### src/rtl/pc_seq_if.sv
// Request/status bundle between the fetch control logic and the PC sequencer.
//   master: drives stall/branch/jump/call/ret/panic/eret requests and reads the status.
//   slave : the sequencer; it samples the requests and drives pc_out, epc_out, mode,
//           ras_count and ras_overflow.
interface pc_seq_if #(
    parameter int unsigned ADDR_W    = 32,
    parameter int unsigned BR_OFF_W  = 13,
    parameter int unsigned RAS_DEPTH = 4
);
    localparam int unsigned CNT_W = $clog2(RAS_DEPTH) + 1;

    logic                stall;
    logic                branch;
    logic [BR_OFF_W-1:0] branch_offset;
    logic                jump;
    logic                call;
    logic [ADDR_W-3:0]   jump_target;
    logic                ret;
    logic                panic;
    logic                eret;

    logic [ADDR_W-1:0]   pc_out;
    logic [ADDR_W-1:0]   epc_out;
    logic [1:0]          mode;
    logic [CNT_W-1:0]    ras_count;
    logic                ras_overflow;

    modport master (
        output stall, branch, branch_offset, jump, call, jump_target, ret, panic, eret,
        input  pc_out, epc_out, mode, ras_count, ras_overflow
    );

    modport slave (
        input  stall, branch, branch_offset, jump, call, jump_target, ret, panic, eret,
        output pc_out, epc_out, mode, ras_count, ras_overflow
    );
endinterface

### src/rtl/pc_sequencer.sv
// Program-counter sequencer for the fetch stage: sequential/branch/jump advance,
// return-address stack for call/ret, and a RUN/HANDLER/HALT fault FSM with saved EPC.
// Ports:
//   clk     - clock, all state changes on the rising edge
//   reset_n - synchronous active-low reset
//   bus     - pc_seq_if slave: request inputs, registered PC/EPC/mode/RAS status outputs
module pc_sequencer #(
    parameter int unsigned ADDR_W       = 32,
    parameter int unsigned BR_OFF_W     = 13,
    parameter logic [31:0] RESET_VECTOR = 32'h0000_0000,
    parameter logic [31:0] PANIC_VECTOR = 32'h0FFF_FFF0,
    parameter int unsigned RAS_DEPTH    = 4
) (
    input  logic     clk,
    input  logic     reset_n,
    pc_seq_if.slave  bus
);
    localparam int unsigned PTR_W = $clog2(RAS_DEPTH);
    localparam int unsigned CNT_W = PTR_W + 1;

    localparam logic [ADDR_W-1:0] RST_PC   = ADDR_W'(RESET_VECTOR);
    localparam logic [ADDR_W-1:0] PANIC_PC = ADDR_W'(PANIC_VECTOR);
    localparam logic [CNT_W-1:0]  CNT_FULL = CNT_W'(RAS_DEPTH);

    typedef enum logic [1:0] {
        ST_RUN     = 2'b00,
        ST_HANDLER = 2'b01,
        ST_HALT    = 2'b10
    } state_e;

    state_e            state_q, state_d;
    logic [ADDR_W-1:0] pc_q, pc_d;
    logic [ADDR_W-1:0] epc_q, epc_d;
    logic [CNT_W-1:0]  cnt_q, cnt_d;
    logic [PTR_W-1:0]  sp_q, sp_d;
    logic              ovf_q, ovf_d;
    logic              push_c;
    logic              fault_c;
    logic [ADDR_W-1:0] ras_q [RAS_DEPTH];

    logic [ADDR_W-1:0] seq_pc;
    logic [ADDR_W-1:0] off_ext;
    logic [ADDR_W-1:0] br_pc;
    logic [ADDR_W-1:0] tgt_pc;

    // Candidate next-PC values; all arithmetic wraps modulo 2^ADDR_W.
    assign seq_pc  = pc_q + ADDR_W'(4);
    assign off_ext = ADDR_W'($signed(bus.branch_offset));
    assign br_pc   = pc_q + {off_ext[ADDR_W-3:0], 2'b00};
    assign tgt_pc  = {bus.jump_target, 2'b00};

    // State register.
    always_ff @(posedge clk) begin
        if (!reset_n) begin
            state_q <= ST_RUN;
            pc_q    <= RST_PC;
            epc_q   <= '0;
            cnt_q   <= '0;
            sp_q    <= '0;
            ovf_q   <= 1'b0;
        end else begin
            state_q <= state_d;
            pc_q    <= pc_d;
            epc_q   <= epc_d;
            cnt_q   <= cnt_d;
            sp_q    <= sp_d;
            ovf_q   <= ovf_d;
        end
    end

    // RAS storage; sp_q is the next write slot, so when full it points at the oldest entry.
    always_ff @(posedge clk) begin
        if (reset_n && push_c) begin
            ras_q[sp_q] <= seq_pc;
        end
    end

    // Request arbitration and fault FSM next-state.
    always_comb begin
        state_d = state_q;
        pc_d    = pc_q;
        epc_d   = epc_q;
        cnt_d   = cnt_q;
        sp_d    = sp_q;
        ovf_d   = ovf_q;
        push_c  = 1'b0;
        fault_c = 1'b0;

        if (state_q == ST_RUN || state_q == ST_HANDLER) begin
            if (bus.panic) begin
                fault_c = 1'b1;
            end else if (bus.eret && state_q == ST_HANDLER) begin
                pc_d    = epc_q;
                state_d = ST_RUN;
            end else if (bus.branch) begin
                pc_d = br_pc;
            end else if (bus.call) begin
                push_c = 1'b1;
                pc_d   = tgt_pc;
                sp_d   = sp_q + PTR_W'(1);
                if (cnt_q == CNT_FULL) begin
                    ovf_d = 1'b1;
                end else begin
                    cnt_d = cnt_q + CNT_W'(1);
                end
            end else if (bus.jump) begin
                pc_d = tgt_pc;
            end else if (bus.ret) begin
                if (cnt_q != '0) begin
                    pc_d  = ras_q[sp_q - PTR_W'(1)];
                    sp_d  = sp_q - PTR_W'(1);
                    cnt_d = cnt_q - CNT_W'(1);
                end else begin
                    // Return-stack underflow behaves as a panic.
                    fault_c = 1'b1;
                end
            end else if (!bus.stall) begin
                pc_d = seq_pc;
            end

            if (fault_c) begin
                pc_d = PANIC_PC;
                if (state_q == ST_RUN) begin
                    epc_d   = pc_q;
                    state_d = ST_HANDLER;
                end else begin
                    state_d = ST_HALT;
                end
            end
        end
    end

    assign bus.pc_out       = pc_q;
    assign bus.epc_out      = epc_q;
    assign bus.mode         = 2'(state_q);
    assign bus.ras_count    = cnt_q;
    assign bus.ras_overflow = ovf_q;
endmodule

### src/flat_wrapper.sv
// flat-port wrapper written by rule: the top's interface ports become plain ports
module pc_sequencer_flat 
#(
    parameter int unsigned ADDR_W       = 32,
    parameter int unsigned BR_OFF_W     = 13,
    parameter logic [31:0] RESET_VECTOR = 32'h0000_0000,
    parameter logic [31:0] PANIC_VECTOR = 32'h0FFF_FFF0,
    parameter int unsigned RAS_DEPTH    = 4
)
  (clk, reset_n, bus_stall, bus_branch, bus_branch_offset, bus_jump, bus_call, bus_jump_target, bus_ret, bus_panic, bus_eret, bus_pc_out, bus_epc_out, bus_mode, bus_ras_count, bus_ras_overflow);
  pc_seq_if #(.ADDR_W(ADDR_W), .BR_OFF_W(BR_OFF_W), .RAS_DEPTH(RAS_DEPTH)) bus_i ();
  input  logic clk;
  input  logic reset_n;
  input wire logic [$bits(bus_i.stall)-1:0] bus_stall;
  input wire logic [$bits(bus_i.branch)-1:0] bus_branch;
  input wire logic [$bits(bus_i.branch_offset)-1:0] bus_branch_offset;
  input wire logic [$bits(bus_i.jump)-1:0] bus_jump;
  input wire logic [$bits(bus_i.call)-1:0] bus_call;
  input wire logic [$bits(bus_i.jump_target)-1:0] bus_jump_target;
  input wire logic [$bits(bus_i.ret)-1:0] bus_ret;
  input wire logic [$bits(bus_i.panic)-1:0] bus_panic;
  input wire logic [$bits(bus_i.eret)-1:0] bus_eret;
  output wire logic [$bits(bus_i.pc_out)-1:0] bus_pc_out;
  output wire logic [$bits(bus_i.epc_out)-1:0] bus_epc_out;
  output wire logic [$bits(bus_i.mode)-1:0] bus_mode;
  output wire logic [$bits(bus_i.ras_count)-1:0] bus_ras_count;
  output wire logic [$bits(bus_i.ras_overflow)-1:0] bus_ras_overflow;
  assign bus_i.stall = bus_stall;
  assign bus_i.branch = bus_branch;
  assign bus_i.branch_offset = bus_branch_offset;
  assign bus_i.jump = bus_jump;
  assign bus_i.call = bus_call;
  assign bus_i.jump_target = bus_jump_target;
  assign bus_i.ret = bus_ret;
  assign bus_i.panic = bus_panic;
  assign bus_i.eret = bus_eret;
  assign bus_pc_out = bus_i.pc_out;
  assign bus_epc_out = bus_i.epc_out;
  assign bus_mode = bus_i.mode;
  assign bus_ras_count = bus_i.ras_count;
  assign bus_ras_overflow = bus_i.ras_overflow;
  pc_sequencer #(.ADDR_W(ADDR_W), .BR_OFF_W(BR_OFF_W), .RESET_VECTOR(RESET_VECTOR), .PANIC_VECTOR(PANIC_VECTOR), .RAS_DEPTH(RAS_DEPTH)) u_core (.clk(clk), .reset_n(reset_n), .bus(bus_i));
endmodule
### config.mk
export PLATFORM = sky130hd
export DESIGN_NAME = pc_sequencer_flat
export DESIGN_NICKNAME = d
export VERILOG_FILES = /design/src/rtl/pc_seq_if.sv /design/src/rtl/pc_sequencer.sv /design/src/flat_wrapper.sv
export SDC_FILE = /design/constraint.sdc
export NUM_CORES = 1
export LEC_CHECK = 0
export BUFFER_PORTS_ARGS = -buffer_cell sky130_fd_sc_hd__buf_2
export CAP_MARGIN = 0
export CELL_PAD_IN_SITES_DETAIL_PLACEMENT = 1
export CELL_PAD_IN_SITES_GLOBAL_PLACEMENT = 1
export CORE_MARGIN = 1.5
export CORE_UTILIZATION = 50
export CTS_CLUSTER_SIZE = 24
export DETAILED_ROUTE_END_ITERATION = 16
export PLACE_DENSITY = 0.91
export SLEW_MARGIN = 20
export SYNTH_ARGS = -nofsm -noshare
export SYNTH_HDL_FRONTEND = slang
export SYNTH_SLANG_ARGS = --single-unit
### constraint.sdc
create_clock -name clk -period 9.3 [get_ports clk]
set_input_delay 1.395 -clock clk [delete_from_list [all_inputs] [get_ports clk]]
set_output_delay 1.395 -clock clk [all_outputs]
set_load 0.05 [all_outputs]
==> results of run 1 <==
[flip-flops by register name, summed over array words and instances (netlist names)]
name and flops:
u_core.sp_q 2, u_core.ras_q 128, u_core.bus.mode 2, u_core.bus.epc_out 32
u_core.bus.pc_out 32, u_core.bus.ras_count 3, u_core.bus.ras_overflow 1
[how the worst min path moves through the flow]
stage,start,endpoint
after floorplan,u_core.bus.pc_out[0],u_core.bus.epc_out[0]
after global placement,u_core.bus.epc_out[18],u_core.bus.epc_out[18]
after detailed placement,u_core.bus.epc_out[5],u_core.bus.epc_out[5]
after CTS,u_core.bus.epc_out[8],u_core.bus.epc_out[8]
after global routing,u_core.bus.epc_out[13],u_core.bus.epc_out[13]
final,u_core.bus.epc_out[8],u_core.bus.epc_out[8]
[per-layer routing]
layer  vias up  track usage
li1       3937            -
met5         -            0
met1      4600       0.4409
met2       563       0.5586
met3       132      0.05902
met4         0       0.1376
[where the power goes]
part           internal, mW  switching [mW]  leakage, nW  total (mW)
sequential            0.988          0.0642         1.76        1.05
combinational         0.184           0.389         2.54       0.573
clock                 0.381           0.379        0.278       0.760
total                  1.55           0.833         4.58        2.39
[layout make-up]
| class | instances | area [um2] | area share |
|---|---|---|---|
| sequential | 200 | 5286 | 0.4379 |
| multi-input combinational | 719 | 5086 | 0.4213 |
| clock inverter | 15 | 152.6 | 0.01265 |
| inverter | 19 | 71.32 | 0.005908 |
| clock buffer | 17 | 425.4 | 0.03524 |
| antenna | 1 | 2.502 | 0.0002073 |
| timing repair buffer | 134 | 703.2 | 0.05825 |
| tap | 275 | 344.1 | 0.02850 |
[worst min-delay path: cells and delay by family, from the launching register on]
| family | cells | cell delay (ns) |
|---|---|---|
| AND/OR/NAND/NOR | 1 | 0.06 |
| AO/OA/AOI/OAI | 1 | 0.05 |
| flip-flops | 1 | 0.33 |
[cell families (layout without fill, tap and decap cells)]
group,count (synthesis),after routing,share of synthesized area
adder cells (fa/ha/maj),36,36,0.04355
other,0,1,0
AO/OA/AOI/OAI,272,272,0.1748
XOR/XNOR,50,50,0.04098
flip-flops,200,200,0.4946
multiplexers,42,42,0.07704
buffers and inverters,79,185,0.03114
AND/OR/NAND/NOR,319,319,0.1379
[layout by cell type (no fill, tap or decap), types with 16 or more instances in the layout]
cell,instances
nand3_1,20
a21oi_1,65
a21o_1,19
a31oi_1,17
a21boi_1,32
o21ai_0,38
ha_1,34
nand2_1,146
o221ai_1,16
clkbuf_16,17
nor2_1,61
edfxtp_1,128
mux4_2,32
buf_2,121
xnor2_1,37
inv_1,18
dfxtp_1,71
==> impl_metrics.ini, run 1 <==
[pwr]
p_leak_nw = 4.585
power.density_nw_per_um2 = 197.6
finalPower_mw = 2.386
irDropWorstVdd_v = 0.0001466

[global_route]
grt_max_degree = 73
track_usage = 0.3379
grt_pass1_vias = 9297
grt_pass1_wl_um = 55770
grt_overflow_total = 0
antenna_found_initial = 2

[logic_synthesis]
yosys.area.top_type = edfxtp_1
synth_edf_count = 128
ys.flop_type = edfxtp_1
ys_warn_count = 0
synthCells = 998
synth_top_cell_area_share = 0.3597
ys_top_cells_by_count = 146 x nand2_1, 128 x edfxtp_1, 72 x dfxtp_1, 66 x a21oi_1, 62 x nor2_1
ys_seq_area_frac = 0.4946
synth_most_common_cell = nand2_1
yosysUniqueCellTypes = 72
synth_seq_cells = 200
syn_area_um2 = 10690
avgSynthCellArea_um2 = 10.71
async_flop_share = 0
synth_nets = 1086
ys_top_cells_by_area = edfxtp_1 36%, dfxtp_1 13%, mux4_2 6.7%

[worst_setup_path]
crit_family = simple AND/OR/NAND/NOR gates
worst_ep_required_time_ns = 9.65
cp_slowest_cell = nor3_2
cp_num_cells = 8
timing.rr.start = u_core.sp_q[0]
r2r_cells = 11
cp.arrival_ns = 4.37
end_kind = flip-flop
cp-start-kind = input port
worst-path-max-fanout = 33
max_stage_delay_ns = 0.78
rrSetupSlack_ns = 5.53
crit_chain = buf_2, inv_2, and3_1, nor2_1, nand2_1, nor3_2, o221ai_1, nor2b_1
path_class = in -> reg
endpoint = u_core.bus.pc_out[15]
critPathBufInv = 2
critPathLaunch = bus_ret
r2r-end = u_core.bus.pc_out[27]

[timing]
relSlewSlack = 0.3505
worst_slew_pin_slew_ns = 0.9654
tns_ns = 0
holdWs_ns = 0.4784
period_minus_slack_ns = 4.019
drv_slew = 0
setup_viol = 0
finalHoldViolations = 0
clock.fmax_ghz = 0.2488
fin_crit_sh = 0.4322
finClkSkew_ns = 0.01364
final.setup.worst_slack_ns = 5.281
grt_setup_unrepaired = no

[routing]
avgViaCountPerCell = 6.690
via_count = 9232
antenna_left = 0
drt-met1-wl_um = 14410
dr.pass1.iters = 6
highest_layer = met4
route.detailed.drc = 0
met3WireLength_um = 3113
wl_met2_um = 17610
drt_iter0_markers = 877
routed_wl_um = 36750
routedWlPerCell_um = 26.63

[placement]
post-dp-hpwl_um = 24610
placed_cells = 1347
place.gp.congestion = 0.9206
place_ws_ns = 4.975
portBuffers = 121
place_area_um2 = 11490

[floorplan]
num_rows = 53
dieArea_um2 = 22260
initial_core_util = 0.5084
core_area_um2 = 21020
die_w_um = 149.2
io_pins = 122
fp.dieH_um = 149.2

[layout]
fin_util = 0.5743
drive_gt1_frac = 0.1993
nNetsFinal = 1179
syn2layout_area_growth_pct = 12.96
fill_cells = 2265
fin_area_um2 = 12070
finalNonFillerCells = 1380

[clock_tree]
clk_latency_ns = 0.46
cts_buffer_depth = 2
clkTransAtPathRegs_ns = 0.08
ctsHoldBuffers = 0
cts-htree-levels = 4
post_cts_buffers = 0
root_buffer = clkbuf_16
clock-sinks = 200
ctsResizeCount = 0
cts_buffers = 17
cts_tree = done

[run_status]
status = finished, final reports clean

[min_path]
hold_depth = 2
hp-class = reg -> reg

[flow_run]
maxCapViolations = 0
(Power assumes the default switching activity.)
==> run 2, diff against run 1 <==
--- a/config.mk
+++ b/config.mk
@@ -5,15 +5,16 @@
 export SDC_FILE = /design/constraint.sdc
 export NUM_CORES = 1
 export LEC_CHECK = 0
+export ABC_AREA = 1
 export BUFFER_PORTS_ARGS = -buffer_cell sky130_fd_sc_hd__buf_2
 export CAP_MARGIN = 0
 export CELL_PAD_IN_SITES_DETAIL_PLACEMENT = 1
 export CELL_PAD_IN_SITES_GLOBAL_PLACEMENT = 1
 export CORE_MARGIN = 1.5
-export CORE_UTILIZATION = 50
+export CORE_UTILIZATION = 40
 export CTS_CLUSTER_SIZE = 24
 export DETAILED_ROUTE_END_ITERATION = 16
-export PLACE_DENSITY = 0.91
+export PLACE_DENSITY = 0.83
 export SLEW_MARGIN = 20
 export SYNTH_ARGS = -nofsm -noshare
 export SYNTH_HDL_FRONTEND = slang
==> constraint.sdc (replaced) <==
create_clock -name clk -period 3.43 [get_ports clk]
set_input_delay 0.5145 -clock clk [delete_from_list [all_inputs] [get_ports clk]]
set_output_delay 0.5145 -clock clk [all_outputs]
set_load 0.05 [all_outputs]
==> impl_metrics.ini, run 2 <==
[placement]
portBuffers = 121
post-dp-hpwl_um = 30740
place.gp.congestion = 0.9783
place_ws_ns = 0.7128

[clock_tree]
clock-sinks = 200
post_cts_buffers = 0
cts_tree = done
cts-htree-levels = 4
ctsResizeCount = 0
clk_latency_ns = 0.46
ctsHoldBuffers = 0
clkTransAtPathRegs_ns = 0.09
cts_buffer_depth = 2
cts_buffers = 17
root_buffer = clkbuf_16

[routing]
antenna_left = 0
avgViaCountPerCell = 5.737
via_count = 11084
dr.pass1.iters = 5
route.detailed.drc = 0
drt_iter0_markers = 1079
routedWlPerCell_um = 22.52
routed_wl_um = 43520

[logic_synthesis]
synth_edf_count = 128
yosys.area_share.adder = 0.04098
synth_top_cell_area_share = 0.3384
synth_compound_area_frac = 0.1464
ys_seq_area_frac = 0.4654
yosys.area.top_type = edfxtp_1
muxShareOfSynthArea = 0
synth_seq_cells = 200
synthCells = 1435
ys_top_cells_by_count = 349 x nand2_1, 148 x a21oi_1, 136 x nor2_1, 134 x inv_1, 128 x edfxtp_1
synth_most_common_cell = nand2_1
yosysUniqueCellTypes = 51
async_flop_share = 0
ys_warn_count = 0
synth_simple_gate_area_frac = 0.2433
avgSynthCellArea_um2 = 7.914
synth_nets = 1523
ys_top_cells_by_area = edfxtp_1 34%, dfxtp_1 13%, nand2_1 12%
synth_top_family_by_area = simple AND/OR/NAND/NOR gates
synth_xor_xnor_area_share = 0.03074
syn_area_um2 = 11360
ys.flop_type = edfxtp_1

[run_status]
status = finished, final reports clean

[timing]
fin_crit_sh = 0.8134
tns_ns = 0
grt_setup_unrepaired = no
finClkSkew_ns = 0.02231
clock.fmax_ghz = 0.3584
final.setup.worst_slack_ns = 0.6399
setup_viol = 0
drv_slew = 0
finalHoldViolations = 0
period_minus_slack_ns = 2.790
worst_slew_pin_slew_ns = 0.8491
relSlewSlack = 0.4339

[global_route]
grt_pass1_vias = 11284
antenna_found_initial = 0
track_usage = 0.3023
grt_overflow_total = 0
grt_pass1_wl_um = 65920
grt_max_degree = 81

[layout]
drive_gt1_frac = 0.1384
layout_common_cells = 349 x nand2_1, 148 x a21oi_1, 134 x inv_1, 131 x nor2_1, 128 x edfxtp_1
fill_cells = 3455
n_antenna_cell = 0
largest_register_ffs = 128
nNetsFinal = 1629
top_register = u_core.ras_q
layout_commonest_cell = nand2_1
syn2layout_area_growth_pct = 14.19

[pwr]
pwr-share-seq = 0.423
p_clk_frac = 0.312
finalPower_mw = 6.708
netSwitchingPower_mw = 2.551
power.share.combinational = 0.265
p_int_mw = 4.157
irDropWorstVdd_v = 0.0002923
p_leak_nw = 5.534
switching_share = 0.3803
power.density_nw_per_um2 = 517.3

[floorplan]
num_rows = 61
fp.dieH_um = 171.5
dieArea_um2 = 29410
initial_core_util = 0.4077
io_pins = 122
die_w_um = 171.5
core_area_um2 = 27860

[worst_setup_path]
worst_ep_required_time_ns = 3.82
cp.arrival_ns = 3.18
path_class = reg -> reg
cp-start-kind = flip-flop
worst-path-max-fanout = 6
end_kind = flip-flop

[flow_run]
maxCapViolations = 0

[min_path]
hp-class = reg -> reg
==> run 2: changes by cell type after synthesis, moves of 18 or more <==
| cell | before | now |
|---|---|---|
| inv_1 | 18 | 134 |
| xnor2_1 | 37 | 11 |
| a21o_1 | 19 | 1 |
| nor2_1 | 62 | 136 |
| o21ai_0 | 38 | 94 |
| nand3_1 | 20 | 112 |
| nand2_1 | 146 | 349 |
| a21boi_1 | 32 | 0 |
| a21oi_1 | 66 | 148 |
| mux4_2 | 32 | 0 |
==> run 2: per-layer routing <==
metal  share of wire  GRT usage  wire length (um)  vias up
met4           0.038     0.1342              1655        0
met2            0.47     0.4985             20600      481
met1            0.41     0.3908             17780     5448
met3           0.080    0.04832              3478      118
met5               0          0                 0        -
li1                -          -                 -     5037
==> run 2: per-stage QoR <==
stage	hold WS [ns]	util	cells	instance area, um2
after floorplan	0.4943	-	1435	11360
after global placement	0.4387	0.4436	1900	12360
after detailed placement	0.4474	0.4436	1900	12360
after CTS	0.4665	0.4655	1932	12970
after global routing	0.4846	0.4655	1932	12970
final	0.4629	0.4655	1932	12970
==> run 2: logic make-up after synthesis <==
logic type,after synthesis
AND/OR/NAND/NOR,652
AO/OA/AOI/OAI,305
buffers and inverters,203
flip-flops,200
XOR/XNOR,39
adder cells (fa/ha/maj),36
==> run 2: cell type report <==
type / instances / area [um2] / share of cell area
clock buffer: 17 / 425.4 / 0.03280
clock inverter: 15 / 185.2 / 0.01428
inverter: 143 / 539.3 / 0.04158
multi-input combinational: 1032 / 5259 / 0.4055
sequential: 200 / 5286 / 0.4076
tap: 378 / 473.0 / 0.03647
timing repair buffer: 147 / 800.8 / 0.06175
==> run 2: worst max-delay path: stages (launching register included) <==
cell     delay (ns)
dfxtp_1        0.53
inv_1          0.18
nor3_2         0.34
nand2_1        0.11
nor2_2         0.28
nand2_2        0.11
xnor2_2        0.35
nand2_1        0.10
a21oi_1        0.36
o21ai_0        0.21
a21oi_1        0.16
==> run 2: worst paths after layout <==
path,startpoint,to,slack (ns),cells past startpoint
max,u_core.bus.pc_out[14],u_core.bus.pc_out[23],0.64,10
min,u_core.bus.ras_overflow,u_core.bus.ras_overflow,0.46,2
max reg2reg,u_core.bus.pc_out[14],u_core.bus.pc_out[23],0.64,10
min reg2reg,u_core.bus.ras_overflow,u_core.bus.ras_overflow,0.46,2
==> run 2: power by group through the flow <==
stage               logic [mW]  clock network [mW]  registers (mW)
global placement          1.69                   0            2.89
floorplan                0.897                   0            3.14
CTS                       1.75                2.10            2.83
global route              1.91                2.18            2.85
detailed placement        1.73                   0            2.89
finish                    1.78                2.09            2.84
==> run 3, diff against run 2 <==
--- a/config.mk
+++ b/config.mk
@@ -5,16 +5,16 @@
 export SDC_FILE = /design/constraint.sdc
 export NUM_CORES = 1
 export LEC_CHECK = 0
-export ABC_AREA = 1
+export ABC_AREA = 0
 export BUFFER_PORTS_ARGS = -buffer_cell sky130_fd_sc_hd__buf_2
 export CAP_MARGIN = 0
 export CELL_PAD_IN_SITES_DETAIL_PLACEMENT = 1
 export CELL_PAD_IN_SITES_GLOBAL_PLACEMENT = 1
 export CORE_MARGIN = 1.5
-export CORE_UTILIZATION = 40
+export CORE_UTILIZATION = 42
 export CTS_CLUSTER_SIZE = 24
 export DETAILED_ROUTE_END_ITERATION = 16
-export PLACE_DENSITY = 0.83
+export PLACE_DENSITY = 0.82
 export SLEW_MARGIN = 20
 export SYNTH_ARGS = -nofsm -noshare
 export SYNTH_HDL_FRONTEND = slang
==> constraint.sdc (replaced) <==
create_clock -name clk -period 2.28 [get_ports clk]
set_input_delay 0.342 -clock clk [delete_from_list [all_inputs] [get_ports clk]]
set_output_delay 0.342 -clock clk [all_outputs]
set_load 0.05 [all_outputs]
==> impl_metrics.ini, run 3 (synthesized netlist as in run 1, its figures left out) <==
[clock_tree]
cts_tree = done
cts_buffer_depth = 2
clk_latency_ns = 0.47
root_buffer = clkbuf_16
clock-sinks = 200
clkTransAtPathRegs_ns = 0.09
cts-htree-levels = 4
cts_buffers = 17

[placement]
post-dp-hpwl_um = 29520
portBuffers = 121
place.gp.congestion = 0.9012
place_ws_ns = -0.3335
place_area_um2 = 13200
placed_cells = 1577

[run_status]
status = finished, violations left
violations = setup timing

[floorplan]
die_w_um = 162.5
num_rows = 58
dieArea_um2 = 26410
fp.dieH_um = 162.5
initial_core_util = 0.4256
core_area_um2 = 25110
io_pins = 122

[timing]
fin_crit_sh = 1.181
tns_ns = -5.265
holdWs_ns = 0.3108
grt_setup_unrepaired = yes
relSlewSlack = 0.5921
final.setup.worst_slack_ns = -0.4115
clock.fmax_ghz = 0.3715
worst_slew_pin_slew_ns = 0.6054
finalHoldViolations = 0
period_minus_slack_ns = 2.692
drv_slew = 0
finClkSkew_ns = 0.02034
setup_viol = 29

[flow_run]
maxCapViolations = 0

[worst_setup_path]
r2r_cells = 10
critPathBufInv = 1
path_class = reg -> reg
cp.arrival_ns = 3.04
cp-start-kind = flip-flop
worst-path-max-fanout = 4
end_kind = flip-flop
max_stage_delay_ns = 0.52
crit_family = compound AO/OA/AOI/OAI gates
cp_slowest_cell = o21ai_0
worst_ep_required_time_ns = 2.63
cp_num_cells = 10
crit_chain = ha_1, a21oi_1, o21ai_0, a2bb2oi_2, a31oi_2, nor3_4, buf_6, o31ai_4, xnor2_1, o2bb2ai_1

[global_route]
grt_pass1_vias = 10981
track_usage = 0.3422
antenna_found_initial = 1
grt_pass1_wl_um = 67480
grt_max_degree = 34
grt_overflow_total = 0

[layout]
top_register = u_core.ras_q
layout_commonest_cell = buf_4
fin_area_um2 = 14690
layout_common_cells = 189 x buf_4, 144 x nand2_1, 128 x edfxtp_1, 121 x buf_2, 56 x nor2_1
drive_gt1_frac = 0.4280
finalNonFillerCells = 1638
syn2layout_area_growth_pct = 37.48
nNetsFinal = 1381
largest_register_ffs = 128
fin_util = 0.5851

[pwr]
p_clk_frac = 0.289
finalPower_mw = 11.22
p_int_mw = 6.957
switching_share = 0.3800
irDropWorstVdd_v = 0.0005819
power.density_nw_per_um2 = 763.8
p_leak_nw = 5.828
pwr-share-seq = 0.376
power.share.combinational = 0.335
netSwitchingPower_mw = 4.265

[min_path]
hp-class = in -> reg
hold_depth = 4

[routing]
routed_wl_um = 52270
drt_iter0_markers = 1372
via_count = 11259
antenna_left = 0
route.detailed.drc = 0
avgViaCountPerCell = 6.874
routedWlPerCell_um = 31.91
dr.pass1.iters = 6
==> run 3: timing repair <==
action / 4_1_cts / 5_1_grt
resized for setup: 44 / 96
pin swaps: 22 / 54
hold buffers: 0 / 0
gates cloned: 0 / 0
endpoints found under the setup margin: 22 / 37
setup buffers: 11 / 18
==> run 3: layout make-up <==
type / count / area [um2]
fill: 2702 / 10420
timing repair buffer: 336 / 2444
multi-input combinational: 719 / 5822
antenna: 2 / 5.005
clock buffer: 17 / 425.4
inverter: 19 / 73.82
sequential: 200 / 5340
tap: 330 / 412.9
clock inverter: 15 / 168.9
==> run 3: worst register-to-register path: stages (launching register included) <==
cell,delay (ns)
dfxtp_2,0.44
ha_1,0.33
a21oi_1,0.15
o21ai_0,0.52
a2bb2oi_2,0.15
a31oi_2,0.26
nor3_4,0.09
buf_6,0.15
o31ai_4,0.23
xnor2_1,0.16
o2bb2ai_1,0.11
==> run 3: metal layers <==
| layer | GRT usage | share of wire | vias up |
|---|---|---|---|
| met1 | 0.4225 | 0.36 | 5537 |
| met5 | 0 | 0 | - |
| met3 | 0.06366 | 0.10 | 343 |
| li1 | - | - | 4356 |
| met4 | 0.1781 | 0.073 | 0 |
| met2 | 0.5721 | 0.47 | 1023 |
==> run 3: worst paths after layout <==
path	start	end	slack [ns]
min	bus_eret	u_core.bus.mode[0]	0.31
max	u_core.bus.pc_out[14]	u_core.bus.pc_out[26]	-0.41
min reg2reg	u_core.bus.epc_out[24]	u_core.bus.epc_out[24]	0.48
max reg2reg	u_core.bus.pc_out[14]	u_core.bus.pc_out[26]	-0.41
==> run 3: power by group through the flow <==
| stage | Sequential (mW) | Combinational [mW] | Clock, mW |
|---|---|---|---|
| 2_1_floorplan | 4.66 | 1.32 | 0 |
| 3_3_place_gp | 4.25 | 2.85 | 0 |
| 3_5_place_dp | 4.26 | 2.99 | 0 |
| 4_1_cts | 4.19 | 3.18 | 3.13 |
| 5_1_grt | 4.22 | 3.85 | 3.33 |
| 6_report | 4.22 | 3.76 | 3.24 |
